===== config.mk =====
export PLATFORM = sky130hd
export DESIGN_NAME = ws2812_driver
export DESIGN_NICKNAME = d
export VERILOG_FILES = /design/src/rtl/ws2812_driver.sv
export SDC_FILE = /design/constraint.sdc
export NUM_CORES = 1
export LEC_CHECK = 0
export ABC_AREA = 1
export ABC_CLOCK_PERIOD_IN_PS = 1610
export BUFFER_PORTS_ARGS = -buffer_cell sky130_fd_sc_hd__buf_2
export CAP_MARGIN = 5
export CORE_AREA = 2 2 39 41
export CTS_CLUSTER_DIAMETER = 30
export CTS_CLUSTER_SIZE = 10
export DETAILED_ROUTE_END_ITERATION = 8
export DIE_AREA = 0 0 41 43
export PLACE_DENSITY = 0.65
export SLEW_MARGIN = 20
export SYNTH_ARGS = -nofsm -noshare
export SYNTH_HDL_FRONTEND = slang
export SYNTH_SLANG_ARGS = --single-unit
export TNS_END_PERCENT = 20

===== constraint.sdc =====
create_clock -name clk_in -period 1.61 [get_ports clk_in]
set_input_delay 0.322 -clock clk_in [delete_from_list [all_inputs] [get_ports clk_in]]
set_output_delay 0.322 -clock clk_in [all_outputs]
set_load 0.02 [all_outputs]

===== src/rtl/ws2812_driver.sv =====
`default_nettype none
// +----------------------------------------------------------------------------+
// | ws2812_driver                                                              |
// | One-bit-per-handshake WS2812 serializer: a high phase then a low phase     |
// | per bit, with cycle counts chosen by the bit. WS2812_INVERT_EN inverts the |
// | output line for an inverting level shifter.                                |
// | Revision: 1.0                                                              |
// +----------------------------------------------------------------------------+
module ws2812_driver #(
  parameter int unsigned          COUNTER_W = 6,
  parameter logic [COUNTER_W-1:0] V_0_HIGH  = COUNTER_W'(20),
  parameter logic [COUNTER_W-1:0] V_0_LOW   = COUNTER_W'(43),
  parameter logic [COUNTER_W-1:0] V_1_HIGH  = COUNTER_W'(40),
  parameter logic [COUNTER_W-1:0] V_1_LOW   = COUNTER_W'(23)
) (
  input  logic clk_in,
  input  logic rst_n_in,
  input  logic code_in,
  input  logic code_in_valid,
  output logic ws2812_out,
  output logic ready_out
);

`ifdef WS2812_INVERT_EN
  localparam logic C_IDLE_LEVEL = 1'b1;
`else
  localparam logic C_IDLE_LEVEL = 1'b0;
`endif

  typedef enum logic [1:0] {
    ST_IDLE = 2'd0,
    ST_HIGH = 2'd1,
    ST_LOW  = 2'd2
  } state_t;

  state_t                 state_q, state_d;
  logic [COUNTER_W-1:0]   cnt_q, cnt_d;
  logic                   code_q, code_d;
  logic                   line_q, line_d;
  logic [COUNTER_W-1:0]   w_high_lim;
  logic [COUNTER_W-1:0]   w_low_lim;

  assign w_high_lim = code_q ? V_1_HIGH : V_0_HIGH;
  assign w_low_lim  = code_q ? V_1_LOW  : V_0_LOW;

  always_comb begin
    state_d = state_q;
    cnt_d   = cnt_q;
    code_d  = code_q;
    line_d  = C_IDLE_LEVEL;
    case (state_q)
      ST_IDLE: begin
        if (code_in_valid) begin
          code_d  = code_in;
          state_d = ST_HIGH;
          cnt_d   = COUNTER_W'(1);
          line_d  = ~C_IDLE_LEVEL;
        end
      end
      ST_HIGH: begin
        if (cnt_q == w_high_lim) begin
          // A low time of 0 or 1 is covered entirely by the IDLE cycle.
          if (w_low_lim > COUNTER_W'(1)) begin
            state_d = ST_LOW;
            cnt_d   = COUNTER_W'(1);
          end else begin
            state_d = ST_IDLE;
            cnt_d   = '0;
          end
        end else begin
          cnt_d  = cnt_q + COUNTER_W'(1);
          line_d = ~C_IDLE_LEVEL;
        end
      end
      ST_LOW: begin
        // Stop one short: the IDLE cycle supplies the final low cycle.
        if (cnt_q == w_low_lim - COUNTER_W'(1)) begin
          state_d = ST_IDLE;
          cnt_d   = '0;
        end else begin
          cnt_d = cnt_q + COUNTER_W'(1);
        end
      end
      default: begin
        state_d = ST_IDLE;
        cnt_d   = '0;
      end
    endcase
  end

  always_ff @(posedge clk_in or negedge rst_n_in) begin
    if (!rst_n_in) begin
      state_q <= ST_IDLE;
      cnt_q   <= '0;
      code_q  <= 1'b0;
      line_q  <= C_IDLE_LEVEL;
    end else begin
      state_q <= state_d;
      cnt_q   <= cnt_d;
      code_q  <= code_d;
      line_q  <= line_d;
    end
  end

  assign ws2812_out = line_q;
  assign ready_out  = (state_q == ST_IDLE);

endmodule
`default_nettype wire


==> flow_summary.yaml <==
power_and_ir_drop:
  p_leak_nw: 0.378
  totalPowerFinal_mw: 0.435
  power_density_nw_per_um2: 631
  ir_worst_vdd_mv: 0.430
timing:
  skew_ns: 0.00375
  slew_headroom: 0.842
  hold_viol: 0
  rsz0062_at_grt: "false"
  tightest_slew_ns: 0.238
  slew_violations: 0
  max_freq_mhz: 698
  setup_viol: 0
  fin_setup_tns_ns: 0
  finalCritPeriodShare: 0.890
  final.min_clock_period_ns: 1.43
die:
  io_pins: 6
  start_util: 0.442
  num_rows: 14
  dieWidth_um: 41
  die_h_um: 43
  dieArea_um2: 1760
  core_um2: 1380
logic_synthesis:
  synth_area_per_cell_um2: 7.20
  ys_seq_area_frac: 0.409
  synth_fp_nets: 92
  netlist_instances: 85
  synth_cell_type_count: 15
  syn-cell-area_um2: 612
  yosysWarnings: 0
  synth_area_leaders: "dfrtp_1, nand2_1, nand3_1"
  yosys.area.top_type: "dfrtp_1"
  yosysTopAreaCellShare: 0.409
  synth-seq-cells: 10
place:
  dpl_cell_area_um2: 657
  io_buffers: 5
  routabilityCongestion: 0.747
  place_hpwl_um: 976
cells_and_area:
  area_delta_synth_final_pct: 12.7
  drive_above_1_share: 0.160
  num_antenna_cells: 0
  final_cell_mix: "nand2_1, nor2_1, dfrtp_1, nand3_1, inv_1"
  finalNetCount: 103
  final_common_cell: "nand2_1"
  fin_area_um2: 689
  num-fill-cells: 145
clock_tree:
  clockBufferDepth: 2
  htree_levels: 1
  cts_tree: "done"
  clkSlewWorstSetupHoldPaths_ns: 0.06
  clk_latency_ns: 0.27
  ctsResizeCount: 0
  cts_made_buffers: 3
  cts-root-buf: "clkbuf_4"
  clock_sinks: 10
worst_setup_path:
  start_kind: "flip-flop"
  required_ns: 1.77
  cp_max_fo: 4
  timing.critical_path.from: "cnt_q[0]$_DFFE_PN0P_"
  r2r_start: "cnt_q[0]$_DFFE_PN0P_"
  cp.arrival_ns: 1.60
  worstRegToRegCells: 9
  end_kind: "flip-flop"
  path_class: "reg -> reg"
job:
  max_cap_viol_count: 0
detailed_routing:
  via_count: 557
  drc_errors: 0
  routed_via_density: 5.06
  final_antenna_net_count: 0
  drtIter0Drc: 12
  wl_per_cell_um: 11.5
  dr.pass1.iters: 4
  drt-total-wl_um: 1270
global_routing:
  grt_pass1_wl_um: 2150
  met1_usage: 0.268
  grt.busiest_layer: "met1"
  grt_pass1_vias: 493
  grt_max_degree: 11
  gr-total-overflow: 0
  grtUsageMet2: 0.247
  met3_usage: 0.0314
  antenna_found_initial: 0
  track_usage: 0.186
min_path:
  hp-class: "in -> reg"
  hp-start: "code_in"
  whs_path_depth: 3
status:
  run_status: "completed"
state kept, by name (all words and copies together) (netlist names):
signal	cells
cnt_q	6
ws2812_out	1
code_q	1
state_q	2
area by class of cell:
cell class | count | area (um^2) | share of cell area
clock buffer | 3 | 22.5 | 0.0327
inverter | 12 | 45.0 | 0.0653
multi-input combinational | 63 | 317 | 0.459
sequential | 10 | 250 | 0.363
tap | 16 | 20.0 | 0.0290
timing repair buffer | 6 | 35.0 | 0.0508
worst paths after layout:
path                       slack, ns                endpoint
max                             0.18    cnt_q[5]$_DFFE_PN0P_
max reg2reg                     0.18    cnt_q[5]$_DFFE_PN0P_
max in group asynchronous       0.97  state_q[0]$_DFFE_PN0P_
min in group asynchronous       0.44    cnt_q[2]$_DFFE_PN0P_
min                             0.31      code_q$_DFFE_PN0P_
min reg2reg                     0.57    cnt_q[0]$_DFFE_PN0P_
where the power goes:
| group | total, mW | leakage, nW | switching, mW | internal [mW] |
|---|---|---|---|---|
| clock network | 0.173 | 0.0138 | 0.0869 | 0.0865 |
| registers | 0.251 | 0.116 | 0 | 0.251 |
| logic | 0.0102 | 0.249 | 0.00601 | 0.00416 |
what timing repair did:
action                    4_1_cts  5_1_grt
buffers inserted                0        0
hold endpoints to repair       10        0
hold buffers                    1        0
layer usage:
metal | share of wire | vias up
met3 | 0.025 | 5
met1 | 0.49 | 260
met2 | 0.46 | 8
met4 | 0.029 | 0
li1 | - | 284
met5 | 0 | -
critical path: stages, from the launching register on:
cell      delay [ns]
dfrtp_1         0.41
inv_1           0.12
ha_1            0.16
o21ai_0         0.10
nor2_2          0.13
nand2_1         0.09
nand2_2         0.09
nand2_2         0.09
nand3b_1        0.09
nand2_1         0.05
cells by family after synthesis:
family                     after synthesis  share of synthesized area
and+or+nand+nor                         48                      0.335
buffers and inverters                   12                     0.0736
DFF                                     10                      0.409
AOI/OAI and AO/OA                        9                     0.0777
xor gates and xnor gates                 3                     0.0430
adders and majority gates                3                     0.0614
per-stage QoR:
stage          hold slack, ns  instances  setup slack (ns)  utilization
4_1_cts                 0.319        110             0.175        0.498
2_1_floorplan          0.0264         85             0.324            -
5_1_grt                 0.366        110            0.0362        0.498
3_5_place_dp            0.200        106             0.184        0.475
3_3_place_gp            0.198        106             0.235        0.475
6_report                0.315        110             0.177        0.498
Yosys cell counts:
cell and number:
nand2_1 23, nor2_1 11, dfrtp_1 10, inv_1 9, nand3_1 9, ha_1 3
inv_2 3, nand2_2 3, o21ai_0 3, o21ai_1 3, xor2_1 3, a21oi_1 2
nand3b_1 1, nor2_2 1, o211ai_1 1
Power figures use the tool's default switching activity.
